`config.mk`:
```
export PLATFORM = sky130hd
export DESIGN_NAME = dac_wave_gen
export DESIGN_NICKNAME = d
export VERILOG_FILES = /design/src/rtl/dac_wave_gen.sv
export SDC_FILE = /design/constraint.sdc
export NUM_CORES = 1
export LEC_CHECK = 0
export ABC_AREA = 1
export BUFFER_PORTS_ARGS = -buffer_cell sky130_fd_sc_hd__buf_2
export CAP_MARGIN = 5
export CORE_MARGIN = 10
export CORE_UTILIZATION = 35
export DETAILED_ROUTE_END_ITERATION = 7
export PLACE_DENSITY_LB_ADDON = 0.2
export SYNTH_ARGS = -nofsm -noshare
export SYNTH_HDL_FRONTEND = slang
export SYNTH_SLANG_ARGS = --single-unit
```
`constraint.sdc`:
```
create_clock -name clk -period 3.5 [get_ports clk]
set_input_delay 0.35 -clock clk [delete_from_list [all_inputs] [get_ports clk]]
set_output_delay 0.35 -clock clk [all_outputs]
set_load 0.1 [all_outputs]
```
`src/rtl/dac_wave_gen.sv`:
```
// Waveform sample source for the MCP4725 writer: a 16-bit phase accumulator feeds a
// sawtooth/triangle/square/sine shaper, one sample every TICK_DIV clocks.
module dac_wave_gen #(
  parameter int TICK_DIV = 7250,
  parameter int PHASE_W  = 16
) (
  input  logic        clk,
  input  logic        rst_n,
  input  logic        en,
  input  logic [1:0]  mode,
  input  logic [15:0] step,
  input  logic        phase_clr,
  output logic [7:0]  DATAo,
  output logic        sample_valid
);

  localparam int CNT_W = $clog2(TICK_DIV);
  localparam logic [CNT_W-1:0] CNT_MAX = CNT_W'(TICK_DIV - 1);

  localparam logic [1:0] MODE_SAW = 2'b00;
  localparam logic [1:0] MODE_TRI = 2'b01;
  localparam logic [1:0] MODE_SQR = 2'b10;

  logic [CNT_W-1:0]   cnt_q, cnt_d;
  logic [PHASE_W-1:0] phase_q, phase_d;
  logic [1:0]         mode_l_q, mode_l_d;
  logic               tick_dly_q, tick_dly_d;
  logic [7:0]         data_q, data_d;
  logic               vld_q, vld_d;
  logic               tick;

  // Quarter-wave table: 128 + floor(127*sin(2*pi*i/256)), i = 0..63.
  function automatic logic [7:0] sine_lut(input logic [5:0] i);
    logic [7:0] v;
    v = 8'd128;
    case (i)
      6'd0:  v = 8'd128;
      6'd1:  v = 8'd131;
      6'd2:  v = 8'd134;
      6'd3:  v = 8'd137;
      6'd4:  v = 8'd140;
      6'd5:  v = 8'd143;
      6'd6:  v = 8'd146;
      6'd7:  v = 8'd149;
      6'd8:  v = 8'd152;
      6'd9:  v = 8'd155;
      6'd10: v = 8'd158;
      6'd11: v = 8'd161;
      6'd12: v = 8'd164;
      6'd13: v = 8'd167;
      6'd14: v = 8'd170;
      6'd15: v = 8'd173;
      6'd16: v = 8'd176;
      6'd17: v = 8'd179;
      6'd18: v = 8'd182;
      6'd19: v = 8'd185;
      6'd20: v = 8'd187;
      6'd21: v = 8'd190;
      6'd22: v = 8'd193;
      6'd23: v = 8'd195;
      6'd24: v = 8'd198;
      6'd25: v = 8'd201;
      6'd26: v = 8'd203;
      6'd27: v = 8'd206;
      6'd28: v = 8'd208;
      6'd29: v = 8'd210;
      6'd30: v = 8'd213;
      6'd31: v = 8'd215;
      6'd32: v = 8'd217;
      6'd33: v = 8'd219;
      6'd34: v = 8'd222;
      6'd35: v = 8'd224;
      6'd36: v = 8'd226;
      6'd37: v = 8'd228;
      6'd38: v = 8'd230;
      6'd39: v = 8'd231;
      6'd40: v = 8'd233;
      6'd41: v = 8'd235;
      6'd42: v = 8'd236;
      6'd43: v = 8'd238;
      6'd44: v = 8'd240;
      6'd45: v = 8'd241;
      6'd46: v = 8'd242;
      6'd47: v = 8'd244;
      6'd48: v = 8'd245;
      6'd49: v = 8'd246;
      6'd50: v = 8'd247;
      6'd51: v = 8'd248;
      6'd52: v = 8'd249;
      6'd53: v = 8'd250;
      6'd54: v = 8'd251;
      6'd55: v = 8'd251;
      6'd56: v = 8'd252;
      6'd57: v = 8'd253;
      6'd58: v = 8'd253;
      6'd59: v = 8'd254;
      6'd60: v = 8'd254;
      6'd61: v = 8'd254;
      6'd62: v = 8'd254;
      6'd63: v = 8'd254;
      default: v = 8'd128;
    endcase
    return v;
  endfunction

  function automatic logic [7:0] wave(input logic [15:0] ph, input logic [1:0] m);
    logic [7:0] p;
    logic [7:0] tri_v;
    logic [5:0] idx;
    logic [7:0] s;
    p     = ph[15:8];
    tri_v = {p[6:0], 1'b0};
    // 63-idx is the bitwise inverse of a 6-bit index, 255-x the inverse of a byte.
    idx   = ph[14] ? ~ph[13:8] : ph[13:8];
    s     = sine_lut(idx);
    case (m)
      MODE_SAW: return p;
      MODE_TRI: return p[7] ? ~tri_v : tri_v;
      MODE_SQR: return p[7] ? 8'h00 : 8'hFF;
      default:  return ph[15] ? ~s : s;
    endcase
  endfunction

  always_comb begin
    tick  = en && (cnt_q == CNT_MAX);
    cnt_d = cnt_q + CNT_W'(1);
    if (phase_clr || !en || tick) begin
      cnt_d = '0;
    end

    phase_d    = phase_q;
    mode_l_d   = mode_l_q;
    tick_dly_d = 1'b0;
    // A clear wins over a coincident tick, so that tick's sample never reaches stage 2.
    if (phase_clr) begin
      phase_d = '0;
    end else if (tick) begin
      phase_d    = phase_q + step;
      mode_l_d   = mode;
      tick_dly_d = 1'b1;
    end

    data_d = data_q;
    vld_d  = 1'b0;
    if (tick_dly_q) begin
      data_d = wave(phase_q, mode_l_q);
      vld_d  = 1'b1;
    end
  end

  always_ff @(posedge clk) begin
    if (!rst_n) begin
      cnt_q      <= '0;
      phase_q    <= '0;
      mode_l_q   <= 2'b00;
      tick_dly_q <= 1'b0;
      data_q     <= 8'h80;
      vld_q      <= 1'b0;
    end else begin
      cnt_q      <= cnt_d;
      phase_q    <= phase_d;
      mode_l_q   <= mode_l_d;
      tick_dly_q <= tick_dly_d;
      data_q     <= data_d;
      vld_q      <= vld_d;
    end
  end

  assign DATAo        = data_q;
  assign sample_valid = vld_q;

endmodule
```
-- Word-level counts from Yosys, hierarchy flattened
Memory sizes are Yosys's and may differ from the RTL's.
Cells that the tools add are included.
- register bits: 41
- ROM bits: 448
- bits of input ports: 22
- memories kept: 1
- $add $sub $neg: 2
- eq/ne operators: 3
- mux-type cells: 8
- bitwise gates (word level): 5
- reductions and logical operators: 8
- memories (name ; words ; width ; rd ports ; clocked after memory_dff ; wr ports ; RTL line ; text):
    (no name shown) ; 64 ; 7 ; 1 ; 0 ; 0 ; 36 ; case (i)
- operators with widths (kind ; number):
    two-way mux 8 bit ; 4
    case mux 8 bit (3 select lines) ; 1
    adder 16 bit ; 1
    inverter 8 bit ; 2
    adder 13 x 1 -> 13 bit (second input constant) ; 1
    == test 13 bit (second input constant) ; 1
    two-way mux 6 bit ; 1
    inverter 6 bit ; 1
    OR reduction 2 bit ; 2
    == test 2 x 1 -> 1 bit (second input constant) ; 1
    == test 2 bit (second input constant) ; 1
    logical NOT 2 bit ; 1
    logical OR 1 bit ; 2
    two-way mux 1 bit ; 2
    inverter 1 bit ; 2
    AND reduction 2 bit ; 1
    logical AND 1 bit ; 1
    logical NOT 1 bit ; 1

-- Longest topological paths before layout
An unclocked memory read counts as a cell.
- depth after elaboration: 7
- gate-level depth with buffers: 17
- depth with buffers taken out: 15

-- Worst setup path after synthesis
No wires, ideal clock.
- path kind: register to register
- from: reg phase_q[14]
- to: reg data_q[3] (netlist: DATAo[3])
- arrival time: 1737 ps
- data required time: 3377 ps
- setup slack: 1639 ps
- stages on the path, launching flop included: 16
- buffers on the path: 2
- period minus slack after synthesis: 1861 ps
- cells stage by stage: dfxtp_1 > buf_6 > inv_4 > buf_6 > nand2_1 > nand2_1 > ha_1 > inv_1 > nand3_2 > nand2_1 > o21ai_0 > or2_1 > nand2_1 > nand2_1 > nand3_1 > a21oi_1
- cells in the longest elaborated chain, start to end: 6
- RTL lines (item ; RTL line ; text):
    start: declaration ; 25 ; logic [PHASE_W-1:0] phase_q, phase_d;
    start signal: assignment ; 161 ; phase_q <= phase_d;
    two-way mux 6 bit * ; 114 ; idx = ph[14] ? ~ph[13:8] : ph[13:8];
    memory read (64 x 7 bit) * ; -- ;
    two-way mux 8 bit * ; 145 ; if (tick_dly_q) begin
    inverter 8 bit ; 120 ; default: return ph[15] ? ~s : s;
    two-way mux 8 bit * ; 120 ;
    case mux 8 bit (3 select lines) * ; 116 ; case (m)
    end signal: assignment ; 164 ; data_q <= data_d;
    end: declaration ; 28 ; logic [7:0] data_q, data_d;
Every way passes the cells marked *; elsewhere a longest branch is shown, timed or not. The select of a mux whose other input is x is not followed.
A chain may end at the register's enable or synchronous reset.

-- Worst setup path in the final report
- from: reg phase_q[14]
- to: reg data_q[1] (netlist: DATAo[1])
The elaborated chain is that of the path after synthesis.

==> key figures <==
Cells and area
  • Most frequent cells in the layout: nand2_1 (133), inv_1 (55), nand3_1 (50), a21oi_1 (47), nor2_1 (42)
  • Most common cell after layout, fill and taps aside: nand2_1
  • Final Non-Filler Cells: 676
  • N_diodes: 0
  • Final #Nets: about 590
  • Layout cells sized above 1: 0.1133
  • Fillcell total: 1,048
  • Area growth from synthesis to layout: 9.712%

Power and ir drop
  • Peak VDD IR: 0.1864 mV
  • Power share of the sequential group: 0.548
  • Switching power: 0.2032 mW
  • Leakage: 1.732 nW
  • Clock share of power: 0.385
  • Pwr dens: 231.8 mW/mm2
  • Sw Share: 0.2386
  • Internal power: about 0.65 mW
  • Gate power share: 0.067

Floorplanning
  • Die H: ~120 um
  • Die footprint: 0.01388 mm2
  • Core footprint: 0.009284 mm2
  • Starting Density: 0.3608
  • Ports: 31
  • Die width: 117.8 um
  • Row count: 35

Detailed routing
  • Initial DRC count: about 200
  • WL per Instance: 12.71 um
  • Metal1 wirelength: between 3000 and 4000 um
  • ANT nets after route: 0
  • Via density: 4.975
  • DRC: 0
  • Initial DRT Pass Iterations: 4
  • Highest routed layer: met4
  • Met3 Wirelength: between 300 and 400 um
  • WL met2: about 4200 um
  • WL final: between 8000 and 9000 um
  • Vias post-DR: 3,363

Critical path
  • Cells along the critical path: inv_4 > nand2_1 > nand2_1 > ha_1 > inv_1 > nand2_1 > nand2_1 > nand2_1 > nand2_1 > a21oi_2 > nand2_1 > nand2_1 > nand3_1 > a21oi_1
  • Crit path kind: reg2reg
  • Slowest stage cell, crit path: dfxtp_1
  • Critical Path Start Type: register
  • Crit path DAT: 2.44 ns
  • Biggest cell delay along the critical path: 0.56 ns
  • Crit path launch: phase_q[14]
  • Worst path most repeated cell: nand2_1
  • Worst R2R Start: phase_q[14]
  • Req. time, crit path: 3.72 ns
  • Worst setup EP type: register
  • Crit Path Max Fanout: 12

Clock tree
  • Root buffer cell: clkbuf_8
  • H-Tree Depth: 2
  • Clk Latency, worst-skew pair: between 0.2 and 0.3 ns
  • Post_cts resized: 0
  • Post-CTS setup buffers: 0
  • Clock sinks: 41
  • CTS tree: built
  • Clock buffer depth: 2
  • Hold-fix buffers at CTS: 0
  • TritonCTS Buffers: 5
  • Clock-pin slew on the worst setup and hold paths: about 0.080 ns

STA
  • Fin worst setup slack: 1.288 ns
  • Final setup vio count: 0
  • Slew Viols, Final: 0
  • RSZ-0062 raised after global routing: no
  • Final critical-path required period: 2.212 ns
  • Worst-Margin Slew: 0.7830 ns
  • Relative slew slack: 0.4773
  • Hold Fails Final Rpt: 0
  • Max Freq: approximately 450 MHz
  • Tcrit/Tclk final: 0.6321
  • Setup Skew: ~0.0053 ns
  • Setup TNS: 0 ns

Placed design
  • Hpwl dp: 6973 um
  • Placed cells: 668
  • Final Wtd Congestion: 0.8439
  • Port Buffer Count: 30
  • Dpl ws: 1.322 ns

Global routing
  • Largest net degree at the start of global routing: 19
  • First-pass GRT wire length: 14,800 um
  • Gr ovfl total: 0
  • Vias in the first global route: 3,235
  • Tot GR Track Use: 0.1219
  • Initial antenna violation count: 0

Run
  • Maxcap violations: 0

Outcome
  • Status: finished clean

Logic synthesis
  • Synthesized area per cell: around 6.4 um2
  • Post-synth EDFFs: 0
  • Gate Count Post-Synth: 521
  • Yosys Warn Count: 0
  • Synth cell types: 43
  • Mapped Area: 0.003349 mm2
  • Syn Nets: 567
  • Synth Register Bits: 41
  • Main synth FF type: dfxtp_1
  • Sequential fraction of the synthesis area: 0.2451
  • Async SR Flop Fraction: 0

Hold path
  • Min-Delay Path Class: in2reg
  • Min-delay src: mode[1]
==> logic make-up (layout without fill, tap and decap cells) <==
| kind of cell | after synthesis | in the layout | share of synthesized area |
|---|---|---|---|
| simple gates | 263 | 263 | 0.3523 |
| compound gates | 104 | 104 | 0.1752 |
| buf+inv | 73 | 99 | 0.09376 |
| flops | 41 | 41 | 0.2451 |
| fa+ha+maj | 24 | 24 | 0.09190 |
| xor+xnor | 16 | 16 | 0.04184 |
==> path summary, 6_finish.rpt <==
| path | endpoint | slack, ns | cells past startpoint |
|---|---|---|---|
| min | mode_l_q[1] | 0.35 | 3 |
| min reg2reg | cnt_q[11] | 0.45 | 1 |
| max reg2reg | DATAo[1] | 1.29 | 14 |
| max | DATAo[1] | 1.29 | 14 |
==> cell type report <==
class	instances	area, um2	area share
flip-flops and latches	41	820.8	0.2234
clock buffers	6	82.58	0.02247
multi-input cells	407	2215	0.6027
repair buffers	30	150.1	0.04086
inverters	61	231.5	0.06299
well taps	129	161.4	0.04392
clock inverters	2	13.76	0.003745
==> routing by layer <==
layer  GRT usage  vias to the layer above
met4     0.03091                        0
met3     0.02014                       10
met2      0.2154                       67
met5           0                        -
li1            -                     1777
met1      0.1487                     1509
==> Yosys cell counts, types with 2 or more instances <==
| library cell | n | area, um2 |
|---|---|---|
| a211oi_1 | 3 | 22.52 |
| o21ai_0 | 31 | 155.2 |
| o21ai_1 | 2 | 10.01 |
| buf_2 | 2 | 10.01 |
| o221ai_1 | 7 | 61.31 |
| xor2_1 | 3 | 26.28 |
| nand2_2 | 10 | 62.56 |
| nand3_2 | 3 | 30.03 |
| buf_6 | 3 | 33.78 |
| nand3_1 | 50 | 250.2 |
| nor3_1 | 7 | 35.03 |
| nor3b_1 | 3 | 22.52 |
| nand4_1 | 5 | 31.28 |
| clkbuf_1 | 3 | 11.26 |
| a31oi_1 | 4 | 25.02 |
| dfxtp_1 | 41 | 820.8 |
| nand2_1 | 133 | 499.2 |
| ha_1 | 23 | 287.8 |
| clkinv_1 | 2 | 7.510 |
| nand3b_1 | 3 | 22.52 |
| inv_1 | 55 | 206.5 |
| buf_4 | 3 | 22.52 |
| a21oi_1 | 47 | 235.2 |
| xnor2_1 | 13 | 113.9 |
| nor2_1 | 42 | 157.7 |
| inv_2 | 3 | 11.26 |
| o21bai_1 | 4 | 30.03 |
==> worst max-delay path: cells and delay by family (launching register included) <==
kind                       cells  cell delay, ns
adders and majority gates      1            0.37
DFF                            1            0.56
and+or+nand+nor                9            0.70
AOI/OAI and AO/OA              2            0.32
buffers and inverters          2            0.20
==> power by group through the flow <==
stage          clock network, mW  logic, mW  registers (mW)
2_1_floorplan                  0     0.0339           0.478
3_3_place_gp                   0     0.0569           0.478
3_5_place_dp                   0     0.0572           0.478
4_1_cts                    0.344     0.0576           0.467
5_1_grt                    0.358     0.0650           0.467
6_report                   0.328     0.0570           0.467
==> stage by stage <==
stage	cell area, um2	total power, mW	utilization	hold WS (ns)
final	3675	0.8518	0.3958	0.3504
after global routing	3675	0.8903	0.3958	0.3417
after CTS	3675	0.8688	0.3958	0.3336
after detailed placement	3578	0.5354	0.3854	0.4419
after global placement	3578	0.5350	0.3854	0.4369
after floorplan	3349	0.5119	-	0.4221
==> flip-flops by register name, indices dropped and copies added (netlist names) <==
name / flops
sample_valid: 1
phase_q: 16
tick_dly_q: 1
mode_l_q: 2
cnt_q: 13
DATAo: 8
(Power assumes the default switching activity.)
